**config.mk**
```make
export PLATFORM = sky130hd
export DESIGN_NAME = relobi_cut
export DESIGN_NICKNAME = d
export VERILOG_FILES = /design/src/rtl/relobi_cut.sv
export SDC_FILE = /design/constraint.sdc
export NUM_CORES = 1
export LEC_CHECK = 0
export CAP_MARGIN = 20
export CORE_MARGIN = 10
export CORE_UTILIZATION = 44
export DETAILED_ROUTE_END_ITERATION = 8
export PLACE_DENSITY = 0.74
export SETUP_SLACK_MARGIN = 0.5
export SLEW_MARGIN = 20
export SYNTH_ARGS = -nofsm -noshare
export SYNTH_HDL_FRONTEND = slang
export SYNTH_HIERARCHICAL = 1
export SYNTH_SLANG_ARGS = --single-unit
```
**constraint.sdc**
```tcl
create_clock -name clk_i -period 6.6 [get_ports clk_i]
set_input_delay 0.66 -clock clk_i [delete_from_list [all_inputs] [get_ports clk_i]]
set_output_delay 0.66 -clock clk_i [all_outputs]
set_load 0.05 [all_outputs]
```
**src/rtl/relobi_cut.sv**
```systemverilog
// relobi_cut: register cut for a triple-redundant ("reliable") OBI link.
//
// The A channel is buffered in a 2-entry FIFO. The R channel is buffered in a
// 2-entry FIFO when Cfg.UseRReady is set, otherwise in a single register stage.
// Payloads are ECC-encoded words and pass through untouched. Triplicated
// handshakes are majority-voted on entry. Every triplicated output bit comes
// from its own flip-flop copy.
//
// Ports
//   clk_i      : clock
//   rst_i      : asynchronous active-high reset
//   sbr_req_i  : request from the upstream relOBI encoder
//   sbr_rsp_o  : response to the upstream encoder (gnt[2:0], rvalid[2:0], r)
//   mgr_req_o  : registered request to the downstream subordinate
//   mgr_rsp_i  : response from the downstream subordinate
//   fault_o    : [0] A-channel vote mismatch or illegal state,
//                [1] R-channel vote mismatch or illegal state
//                (single-cycle pulses, combinational, forced low in reset)

// Minimal bus-configuration package so the block elaborates standalone.
// The request/response structs always carry the rready field; it is ignored
// when UseRReady is clear.
package obi_pkg;
    typedef struct packed {
        logic        UseRReady;
        int unsigned AddrWidth;
        int unsigned DataWidth;
    } obi_cfg_t;

    localparam obi_cfg_t ObiDefaultConfig = '{UseRReady: 1'b1, AddrWidth: 32, DataWidth: 32};

    typedef logic [71:0] relobi_a_chan_t;
    typedef logic [38:0] relobi_r_chan_t;

    typedef struct packed {
        logic [2:0]     req;
        relobi_a_chan_t a;
        logic [2:0]     rready;
    } relobi_req_t;

    typedef struct packed {
        logic [2:0]     gnt;
        logic [2:0]     rvalid;
        relobi_r_chan_t r;
    } relobi_rsp_t;
endpackage

// Two-entry FIFO with triplicated, self-scrubbing occupancy.
module relobi_cut_fifo #(
    parameter type data_t = logic
) (
    input  logic       clk_i,
    input  logic       rst_i,
    input  logic       push_i,
    input  logic       pop_i,
    input  data_t      data_i,
    output data_t      data_o,
    output logic [2:0] vld_o,
    output logic [2:0] rdy_o,
    output logic       illegal_o
);
    logic [1:0] occ0_q, occ1_q, occ2_q;
    logic [1:0] occ_vote, occ_cur, occ_d;
    logic       rptr_q, rptr_d, widx;
    logic       push, pop;
    data_t      mem_q [2];

    always_comb begin
        occ_vote  = (occ0_q & occ1_q) | (occ0_q & occ2_q) | (occ1_q & occ2_q);
        // Occupancy 3 cannot happen legitimately; treat it as empty.
        illegal_o = (occ_vote == 2'd3);
        occ_cur   = illegal_o ? 2'd0 : occ_vote;
        // Guard against output-copy upsets: never overfill or underflow.
        push      = push_i && (occ_cur != 2'd2);
        pop       = pop_i  && (occ_cur != 2'd0);
        // The tail sits one slot past the head when exactly one entry is held.
        widx      = rptr_q ^ (occ_cur == 2'd1);
        rptr_d    = rptr_q ^ pop;
        occ_d     = occ_cur + {1'b0, push} - {1'b0, pop};
    end

    // Every replica is rewritten from the voted next value, scrubbing upsets.
    always_ff @(posedge clk_i or posedge rst_i) begin
        if (rst_i) occ0_q <= 2'd0;
        else       occ0_q <= occ_d;
    end

    always_ff @(posedge clk_i or posedge rst_i) begin
        if (rst_i) occ1_q <= 2'd0;
        else       occ1_q <= occ_d;
    end

    always_ff @(posedge clk_i or posedge rst_i) begin
        if (rst_i) occ2_q <= 2'd0;
        else       occ2_q <= occ_d;
    end

    always_ff @(posedge clk_i or posedge rst_i) begin
        if (rst_i) rptr_q <= 1'b0;
        else       rptr_q <= rptr_d;
    end

    always_ff @(posedge clk_i) begin
        if (push) mem_q[widx] <= data_i;
    end

    assign data_o = mem_q[rptr_q];

    // One flip-flop per handshake copy, so no copy shares a net with another.
    for (genvar i = 0; i < 3; i++) begin : g_copy
        logic vld_q, rdy_q;
        always_ff @(posedge clk_i or posedge rst_i) begin
            if (rst_i) begin
                vld_q <= 1'b0;
                rdy_q <= 1'b1;
            end else begin
                vld_q <= (occ_d != 2'd0);
                rdy_q <= (occ_d != 2'd2);
            end
        end
        assign vld_o[i] = vld_q;
        assign rdy_o[i] = rdy_q;
    end
endmodule

module relobi_cut #(
    parameter obi_pkg::obi_cfg_t Cfg = obi_pkg::ObiDefaultConfig,
    parameter type relobi_req_t      = obi_pkg::relobi_req_t,
    parameter type relobi_rsp_t      = obi_pkg::relobi_rsp_t,
    parameter type relobi_a_chan_t   = obi_pkg::relobi_a_chan_t,
    parameter type relobi_r_chan_t   = obi_pkg::relobi_r_chan_t
) (
    input  logic        clk_i,
    input  logic        rst_i,
    input  relobi_req_t sbr_req_i,
    output relobi_rsp_t sbr_rsp_o,
    output relobi_req_t mgr_req_o,
    input  relobi_rsp_t mgr_rsp_i,
    output logic [1:0]  fault_o
);
    function automatic logic maj3(input logic [2:0] v);
        return (v[0] & v[1]) | (v[0] & v[2]) | (v[1] & v[2]);
    endfunction

    function automatic logic dis3(input logic [2:0] v);
        return (v != 3'b000) && (v != 3'b111);
    endfunction

    logic           a_push, a_pop, a_illegal;
    logic [2:0]     a_vld, a_rdy;
    relobi_a_chan_t a_head;

    logic           r_illegal, r_rready_dis;
    logic [2:0]     r_vld, r_rdy;
    relobi_r_chan_t r_head;

    assign a_push = maj3(sbr_req_i.req) & maj3(a_rdy);
    assign a_pop  = maj3(a_vld) & maj3(mgr_rsp_i.gnt);

    relobi_cut_fifo #(.data_t(relobi_a_chan_t)) i_a_fifo (
        .clk_i     (clk_i),
        .rst_i     (rst_i),
        .push_i    (a_push),
        .pop_i     (a_pop),
        .data_i    (sbr_req_i.a),
        .data_o    (a_head),
        .vld_o     (a_vld),
        .rdy_o     (a_rdy),
        .illegal_o (a_illegal)
    );

    if (Cfg.UseRReady) begin : gen_r_fifo
        logic r_push, r_pop;
        assign r_push       = maj3(mgr_rsp_i.rvalid) & maj3(r_rdy);
        assign r_pop        = maj3(r_vld) & maj3(sbr_req_i.rready);
        assign r_rready_dis = dis3(sbr_req_i.rready);

        relobi_cut_fifo #(.data_t(relobi_r_chan_t)) i_r_fifo (
            .clk_i     (clk_i),
            .rst_i     (rst_i),
            .push_i    (r_push),
            .pop_i     (r_pop),
            .data_i    (mgr_rsp_i.r),
            .data_o    (r_head),
            .vld_o     (r_vld),
            .rdy_o     (r_rdy),
            .illegal_o (r_illegal)
        );
    end else begin : gen_r_reg
        // Without rready the response is always accepted: a plain delay stage.
        relobi_r_chan_t r_q;
        logic           rvalid_vote;

        assign rvalid_vote  = maj3(mgr_rsp_i.rvalid);
        assign r_rready_dis = 1'b0;
        assign r_illegal    = 1'b0;
        assign r_rdy        = 3'b111;
        assign r_head       = r_q;

        always_ff @(posedge clk_i) begin
            r_q <= mgr_rsp_i.r;
        end

        for (genvar i = 0; i < 3; i++) begin : g_copy
            logic vld_q;
            always_ff @(posedge clk_i or posedge rst_i) begin
                if (rst_i) vld_q <= 1'b0;
                else       vld_q <= rvalid_vote;
            end
            assign r_vld[i] = vld_q;
        end
    end

    always_comb begin
        mgr_req_o        = '0;
        mgr_req_o.req    = a_vld;
        mgr_req_o.a      = a_head;
        mgr_req_o.rready = r_rdy;

        sbr_rsp_o        = '0;
        sbr_rsp_o.gnt    = a_rdy;
        sbr_rsp_o.rvalid = r_vld;
        sbr_rsp_o.r      = r_head;

        fault_o    = 2'b00;
        fault_o[0] = !rst_i && (dis3(sbr_req_i.req) || dis3(mgr_rsp_i.gnt) || a_illegal);
        fault_o[1] = !rst_i && (dis3(mgr_rsp_i.rvalid) || r_rready_dis || r_illegal);
    end
endmodule

```
==> results of run 1 <==
==> flip-flops by register name (all words and copies together), names as in the netlist <==
signal,flops
gen_r_fifo.i_r_fifo/g_copy.rdy_q,1
gen_r_fifo.i_r_fifo/g_copy.vld_q,1
gen_r_fifo.i_r_fifo/mem_q,78
gen_r_fifo.i_r_fifo/occ2_q,2
gen_r_fifo.i_r_fifo/rptr_q,1
i_a_fifo/g_copy.rdy_q,1
i_a_fifo/g_copy.vld_q,1
i_a_fifo/mem_q,144
i_a_fifo/occ2_q,2
i_a_fifo/rptr_q,1
==> path summary, 6_finish.rpt <==
check,startpoint,end,slack (ns),cells past startpoint
max,i_a_fifo/rptr_q$_DFF_PP0_,mgr_req_o[40],2.82,3
min,rst_i,i_a_fifo/rptr_q$_DFF_PP0_,0.45,2
max reg2reg,i_a_fifo/g_copy[1].rdy_q$_DFF_PP1_,i_a_fifo/mem_q[1][53]$_DFFE_PP_,3.75,5
min reg2reg,gen_r_fifo.i_r_fifo/occ2_q[1]$_DFF_PP0_,gen_r_fifo.i_r_fifo/rptr_q$_DFF_PP0_,0.74,3
max in group asynchronous,rst_i,gen_r_fifo.i_r_fifo/g_copy[1].rdy_q$_DFF_PP1_,5.89,2
min in group clk_i,gen_r_fifo.i_r_fifo/occ2_q[1]$_DFF_PP0_,gen_r_fifo.i_r_fifo/rptr_q$_DFF_PP0_,0.74,3
==> layer usage <==
layer	GRT usage, %	up-vias	part of all wire, %
li1	-	2193	-
met4	3.290	8	1.9
met3	6.934	35	13
met1	16.12	2316	38
met2	22.50	223	47
met5	0	-	0.30
==> worst max-delay path, cell delays in order (launching register included) <==
cell,delay [ns]
dfrtp_4,0.62
buf_4,0.82
mux2_4,0.31
clkdlybuf4s50_1,0.81
==> Yosys cell counts <==
cell type	count
a21oi_1	8
a221oi_2	2
buf_2	2
buf_4	12
buf_6	11
dfrtp_1	8
dfstp_2	2
edfxtp_1	222
ha_1	12
inv_1	10
mux2_1	42
mux2_2	9
mux2_4	60
nand2b_1	2
nand2b_2	2
nand3_1	4
nor2_1	4
nor2b_1	4
nor3_1	4
o22ai_1	4
or2_1	2
or3_1	4
xnor3_1	2
xor2_1	4
==> cell usage in the layout, fill, tap and decap left out, drive strengths merged, types with 4 or more instances in the layout <==
cell type	instances
ha	12
or3	4
nor2	4
nand3	4
a21oi	8
o22ai	4
mux2	111
buf	5
clkdlybuf4s50	249
inv	11
nor3	4
nor2b	4
clkbuf	27
xor2	4
nand2b	4
edfxtp	222
clkinv	11
dfrtp	8
==> per-stage QoR <==
step	hold slack (ns)	area, um^2
6_report	0.4545	12570
4_1_cts	0.4490	12520
3_5_place_dp	0.7253	11790
3_3_place_gp	0.6887	11790
5_1_grt	0.4931	12570
2_1_floorplan	0.4378	9129
==> area by class of cell <==
cell class,count,area (um^2)
clock inverters,15,140.1
fillers,1491,7726
clock buffers,27,590.6
well taps,270,337.8
multi-input cells,169,1978
inverters,10,37.54
flip-flops and latches,232,6924
repair buffers,254,2562
diodes,1,2.502
==> kinds of logic after synthesis <==
| family | synth area share (%) |
|---|---|
| compound gates | 1.042 |
| xor+xnor | 0.8771 |
| mux | 16.16 |
| flops | 75.79 |
| simple gates | 1.617 |
| fa+ha+maj | 1.645 |
| buf+inv | 2.865 |
==> results_dict.tcl, run 1 <==
set metrics [dict create \
    wl_per_cell_um 20.02 \
    ys_types 24 \
    clkLatencyLatePin_ns 0.49 \
    port_buffers 249 \
    critical_path_class "reg -> out" \
    nets 827 \
    dieArea_um2 26910 \
    track_usage_pct 13.85 \
    finalWeightedCongestion 0.7802 \
    grt_pass1_vias 5103 \
    postRouteAntennaNets 0 \
    pre_cts_ws_ns 3.106 \
    clockBufferDepth 3 \
    clkTransAtPathRegs_ns 0.06 \
    postCtsSetupBuffers 0 \
    routed_via_density 4.882 \
    layoutNonFillerInstCount 978 \
    maxCapViolCount 0 \
    hold_class "in -> async" \
    slew_headroom_pct 30.71 \
    area_growth_pct 37.73 \
    dp.cells 933 \
    maxSlewViolCount 0 \
    cp.arrival_ns 3.12 \
    holdBufCountCts 0 \
    numCtsBuffers 23 \
    ys_warn_count 6 \
    worst_slack_ns 2.821 \
    start_util_pct 44.97 \
    rsz0062_at_grt "false" \
    period_share_pct 57.26 \
    start_kind "flip-flop" \
    finalHoldViolations 0 \
    synth_top_cell_by_area "edfxtp_1" \
    setup_viol 0 \
    cp-end-kind "output pin" \
    final.min_clock_period_ns 3.779 \
    core_area_um2 20300 \
    vias 4775 \
    cp.required_ns 5.94 \
    max_freq_mhz 264.6 \
    grt_overflow_total 0 \
    synth.area.top_cells "edfxtp_1 73%, mux2_4 9.9%, mux2_1 5.2%" \
    drive_gt1_share_pct 17.26 \
    synth_top_cell_area_share_pct 73.03 \
    fin_setup_tns_ns 0 \
    outcome "finished clean" \
    ys_seq_area_share_pct 75.79 \
    wirelength_um 19580 \
    drc_errors 0 \
    rows 52 \
    cts_tree "done" \
    fin_skew_ns 0.005528 \
    clock-sinks 232 \
    cts_resized 0 \
    syn_inst 436 \
    syn_nets 573 \
    grt_max_degree 69 \
    die_x_um 164.0 \
    grt_pass1_wl_um 28980 \
    first_iter_violations 277 \
    tightestPinTransition_ns 1.037 \
    synth_area_um2 9129 \
    ios 250 \
    place_hpwl_um 14240 \
    postLayoutCoreUtil_pct 61.94 \
    ys_seq_elements 232 \
    cts_htree_levels 1 \
    cp_max_fo 56 \
    die_height_um 164.0 \
    syn_avg_cell_area_um2 20.94 \
    cts-root-buf "clkbuf_16" \
    first_pass_iters 4 \
    antenna_found_initial 5 \
]
Power of run 1 is left out: the tool's default activity adds up to more than one toggle a clock period on the data nets, which glitch-free logic cannot reach.
==> inputs of run 2 (changes only) <==
- clock period: 6.6 -> 3.7 ns (I/O delays scaled with it)
==> run 2 against run 1 <==
Register-to-register slack got worse by 2.4 ns. Clock skew increased by 0.012 ns. Via count decreased by 0.15%. Non-clock buffer count increased by 2. Sequential share of layout area decreased by 0.30 points. Critical path depth unchanged. Critical path type unchanged. Critical endpoint is now mgr_req_o[66].
==> results_dict.tcl, run 2 (same netlist as run 1, synthesis figures left out) <==
set metrics [dict create \
    outcome "finished clean" \
    ios 250 \
    drc_errors 0 \
    maxCapViolCount 0 \
    grt_max_degree 60 \
    vias 4768 \
    nets 831 \
    clock-sinks 232 \
    finalWeightedCongestion 0.7571 \
    final.min_clock_period_ns 3.059 \
    cp_max_fo 26 \
    clkLatencyLatePin_ns 0.51 \
    track_usage_pct 13.92 \
    rows 52 \
    tightestPinTransition_ns 0.9331 \
    wl_per_cell_um 19.96 \
    dieArea_um2 26910 \
    cp.arrival_ns 2.69 \
    r2r_slack_ns 1.36 \
    postRouteAntennaNets 0 \
    top_regs "i_a_fifo/mem_q x144, gen_r_fifo.i_r_fifo/mem_q x78" \
    top_register "i_a_fifo/mem_q" \
    antenna_found_initial 2 \
    mostFrequentLayoutCells "249 x clkdlybuf4s50_1, 222 x edfxtp_1, 60 x mux2_4, 42 x mux2_1, 25 x clkbuf_16" \
    largest_reg_flops 144 \
    slowest_stage "dfrtp_4" \
    cts_tree "done" \
    numCtsBuffers 25 \
    drive_gt1_share_pct 17.16 \
    grt_pass1_vias 5177 \
    cp.required_ns 3.33 \
    period_share_pct 82.68 \
    hold_class "in -> async" \
    layout.cells.most_common "clkdlybuf4s50_1" \
    regToRegStartpoint "gen_r_fifo.i_r_fifo/rptr_q$_DFF_PP0_" \
    cts_resized 0 \
    crit_chain "buf_4 > mux2_2 > clkdlybuf4s50_1" \
    die_height_um 164.0 \
    place_hpwl_um 14060 \
    start_util_pct 44.97 \
    setup_viol 0 \
    cts_htree_levels 1 \
    first_iter_violations 247 \
    cts-root-buf "clkbuf_16" \
    grt_pass1_wl_um 29240 \
    critPathMaxStageDelay_ns 0.74 \
    critical_path_class "reg -> out" \
    first_pass_iters 4 \
    die_x_um 164.0 \
    postCtsSetupBuffers 0 \
    wirelength_um 19620 \
    fin_setup_tns_ns 0 \
    cp-end-kind "output pin" \
    area_growth_pct 38.49 \
    core_area_um2 20300 \
    clockBufferDepth 3 \
    routed_via_density 4.850 \
    slew_headroom_pct 37.80 \
    maxSlewViolCount 0 \
    worst_r2r_endpoint "gen_r_fifo.i_r_fifo/mem_q[1][22]$_DFFE_PP_" \
    max_freq_mhz 326.9 \
    grt_overflow_total 0 \
    holdBufCountCts 0 \
    start_kind "flip-flop" \
    finalHoldViolations 0 \
    ff2ff_path_depth 3 \
    cpLargestDelayFamily "buffers and inverters" \
    port_buffers 249 \
    fillCellCount 1472 \
    rsz0062_at_grt "false" \
    worst-path-buf-inv 2 \
    holdWs_ns 0.1994 \
    fin_skew_ns 0.01770 \
    clkTransAtPathRegs_ns 0.06 \
]
## run 2: changes by cell type in the layout (fill, tap and decap cells not counted), sizes merged
cell / before / now
clkinv: 11 / 9
clkbuf: 27 / 30
bufinv: 2 / 3
diode: 1 / 2
buf: 5 / 7
## run 2: worst max path at each step
stage	start	endpoint	slack [ns]	cells after the start
global placement	sbr_req_i[76]	i_a_fifo/mem_q[0][46]$_DFFE_PP_	1.08	6
finish	i_a_fifo/rptr_q$_DFF_PP0_	mgr_req_o[66]	0.64	3
CTS	i_a_fifo/rptr_q$_DFF_PP0_	mgr_req_o[66]	0.58	3
floorplan	i_a_fifo/g_copy[1].rdy_q$_DFF_PP1_	i_a_fifo/mem_q[0][0]$_DFFE_PP_	0.24	5
global route	i_a_fifo/rptr_q$_DFF_PP0_	mgr_req_o[63]	0.54	3
detailed placement	sbr_req_i[76]	i_a_fifo/mem_q[0][58]$_DFFE_PP_	1.05	6
## run 2: final cells by class
| type | instances | area [um^2] | area share, % |
|---|---|---|---|
| Tap cell | 270 | 337.8 | 2.672 |
| Clock inverter | 14 | 145.1 | 1.148 |
| Clock buffer | 30 | 644.4 | 5.097 |
| Timing Repair Buffer | 256 | 2570 | 20.33 |
| Sequential cell | 232 | 6924 | 54.77 |
| Inverter | 10 | 37.54 | 0.2969 |
| Antenna cell | 2 | 5.005 | 0.03959 |
| Multi-Input combinational cell | 169 | 1978 | 15.65 |
## run 2: metrics by stage
step / utilization (%) / worst slack [ns] / instance area (um^2) / cells
after detailed placement: 58.36 / 1.052 / 11850 / 937
after global placement: 58.36 / 1.082 / 11850 / 937
final: 62.28 / 0.6407 / 12640 / 983
after global routing: 62.25 / 0.5377 / 12640 / 981
after CTS: 62.25 / 0.5775 / 12640 / 981
after floorplan: - / 0.2357 / 9139 / 436
## run 2: per-layer routing
| layer | track usage, % | wire length (um) | part of all wire (%) |
|---|---|---|---|
| met1 | 16.85 | 7753 | 40 |
| met2 | 22.37 | 9136 | 47 |
| met3 | 6.183 | 2398 | 12 |
| met4 | 3.534 | 329 | 1.7 |
| met5 | 0 | 0 | 0 |
Power of run 2 is left out for the same reason.
==> inputs of run 3 (changes only) <==
- PLACE_DENSITY: 0.74 -> 0.77
- clock period: 3.7 -> 2.5 ns (I/O delays scaled with it)
==> run 3 against run 2 <==
Sequential cell count stayed put. Sequential share of layout area is 4.8 points lower. Core utilization rose by 5.9 points. Die area unchanged. First-iteration DRC count grew 15%. Global-route usage rose by 1.5 points. Hold slack worse by 0.13 ns. Highest routed layer is now met5.
==> results_dict.tcl, run 3 (same netlist as run 1, synthesis figures left out) <==
set metrics [dict create \
    clock-sinks 232 \
    first_iter_violations 285 \
    routed_via_density 4.883 \
    clkTransAtPathRegs_ns 0.06 \
    dp.cells 947 \
    layout.cells.most_common "edfxtp_1" \
    fin_setup_tns_ns 0 \
    p_sw_mw 8.773 \
    slowest_stage "dfrtp_4" \
    pwr-share-comb_pct 55.9 \
    top_regs "i_a_fifo/mem_q x144, gen_r_fifo.i_r_fifo/mem_q x78" \
    nets 885 \
    finalWeightedCongestion 0.7907 \
    postRouteAntennaNets 0 \
    area_growth_pct 51.69 \
    clockBufferDepth 3 \
    critPathMaxStageDelay_ns 0.52 \
    slew_headroom_pct 66.06 \
    worst_r2r_endpoint "i_a_fifo/g_copy[1].rdy_q$_DFF_PP1_" \
    power_frac_clock_pct 15.4 \
    rows 52 \
    grt_pass1_wl_um 31910 \
    vias 5049 \
    track_usage_pct 15.42 \
    max_freq_mhz 459.0 \
    wirelength_um 22530 \
    wl_per_cell_um 21.79 \
    cp.required_ns 2.25 \
    hold_class "in -> async" \
    die_height_um 164.0 \
    first_pass_iters 4 \
    holdBufCountCts 0 \
    antenna_found_initial 2 \
    p_sw_share_pct 39.61 \
    regToRegStartpoint "i_a_fifo/g_copy[1].rdy_q$_DFF_PP1_" \
    cts_tree "done" \
    port_buffers 249 \
    cp_max_fo 5 \
    numCtsBuffers 24 \
    grt_max_degree 40 \
    total_power_mw 22.15 \
    seq_power_share_pct 28.7 \
    power.leakage_nw 5.340 \
    cp_common_cell "buf_12" \
    cpLargestDelayFamily "buffers and inverters" \
    r2r_slack_ns 0.45 \
    maxSlewViolCount 0 \
    mostFrequentLayoutCells "222 x edfxtp_1, 124 x clkdlybuf4s50_1, 89 x buf_6, 86 x mux2_4, 32 x clkbuf_16" \
    tightestPinTransition_ns 0.5112 \
    drive_gt1_share_pct 44.50 \
    critical_path_class "reg -> out" \
    setup_viol 0 \
    maxCapViolCount 0 \
    cts-root-buf "clkbuf_16" \
    start_util_pct 44.97 \
    diodes 0 \
    cp-end-kind "output pin" \
    grt_pass1_vias 5458 \
    cts_htree_levels 1 \
    postLayoutCoreUtil_pct 68.21 \
    grt_overflow_total 0 \
    place_hpwl_um 14680 \
    clkLatencyLatePin_ns 0.51 \
    critPathLaunch "i_a_fifo/rptr_q$_DFF_PP0_" \
    start_kind "flip-flop" \
    die_x_um 164.0 \
    core_area_um2 20300 \
    ff2ff_path_depth 9 \
    outcome "finished clean" \
    finalHoldViolations 0 \
    crit_chain "buf_12 > buf_12 > buf_16 > mux2_4 > buf_6" \
    largest_reg_flops 144 \
    ios 250 \
    dieArea_um2 26910 \
    drc_errors 0 \
    layoutNonFillerInstCount 1034 \
    cp.arrival_ns 1.93 \
    power_density_nw_per_um2 1600 \
    final.min_clock_period_ns 2.178 \
    top_register "i_a_fifo/mem_q" \
    rsz0062_at_grt "true" \
    worst-path-buf-inv 4 \
    vdd_drop_max_mv 1.070 \
    fin_skew_ns 0.01223 \
    period_share_pct 87.14 \
    p_int_mw 13.38 \
]
==> run 3: per-stage QoR <==
| step | hold slack [ns] | worst slack [ns] | cell area (um^2) |
|---|---|---|---|
| final | 0.07321 | 0.3215 | 13850 |
| after global placement | 0.5990 | 0.2184 | 11880 |
| after detailed placement | 0.5920 | 0.1545 | 11880 |
| after global routing | 0.07558 | 0.2784 | 13850 |
| after CTS | 0.04619 | 0.3073 | 13300 |
| after floorplan | 0.02779 | -0.1119 | 9226 |
==> run 3: cell type report <==
class                           instances  area [um^2]
Clock buffer                           36        676.9
Clock inverter                          6        82.58
Fill cell                            1246         6452
Inverter                               10        40.04
Multi-Input combinational cell        169         2192
Sequential cell                       232         6925
Tap cell                              270        337.8
Timing Repair Buffer                  311         3592
==> run 3: timing repair <==
action	CTS	global route
resized for setup	386	135
cloned	7	9
pin swaps	9	6
buffers inserted	21	8
endpoints found under the setup margin	195	211
endpoints found under the hold margin	0	0
==> run 3: how the worst max path moves through the flow <==
stage	slack [ns]	cells after the start	endpoint
after detailed placement	0.15	9	gen_r_fifo.i_r_fifo/g_copy[1].rdy_q$_DFF_PP1_
after global routing	0.28	5	mgr_req_o[52]
after global placement	0.22	9	gen_r_fifo.i_r_fifo/g_copy[1].rdy_q$_DFF_PP1_
after floorplan	-0.11	5	i_a_fifo/mem_q[1][0]$_DFFE_PP_
after CTS	0.31	5	mgr_req_o[52]
final	0.32	5	mgr_req_o[30]
==> run 3: layer usage <==
layer | GRT usage, % | share of wire [%] | vias up
met1 | 17.51 | 38 | 2463
met3 | 6.183 | 10 | 37
met4 | 3.696 | 1.6 | 4
li1 | - | - | 2312
met5 | 0 | 0.098 | -
met2 | 26.68 | 50 | 233
==> run 3: power by group through the flow <==
stage	Combinational (mW)	Sequential (mW)	Clock [mW]
final	12.4	6.35	3.42
after floorplan	7.11	6.25	0
after CTS	11.3	6.32	3.50
after global placement	9.79	6.39	0
after global routing	12.9	6.48	3.68
after detailed placement	9.87	6.50	0
(Power assumes the default switching activity.)
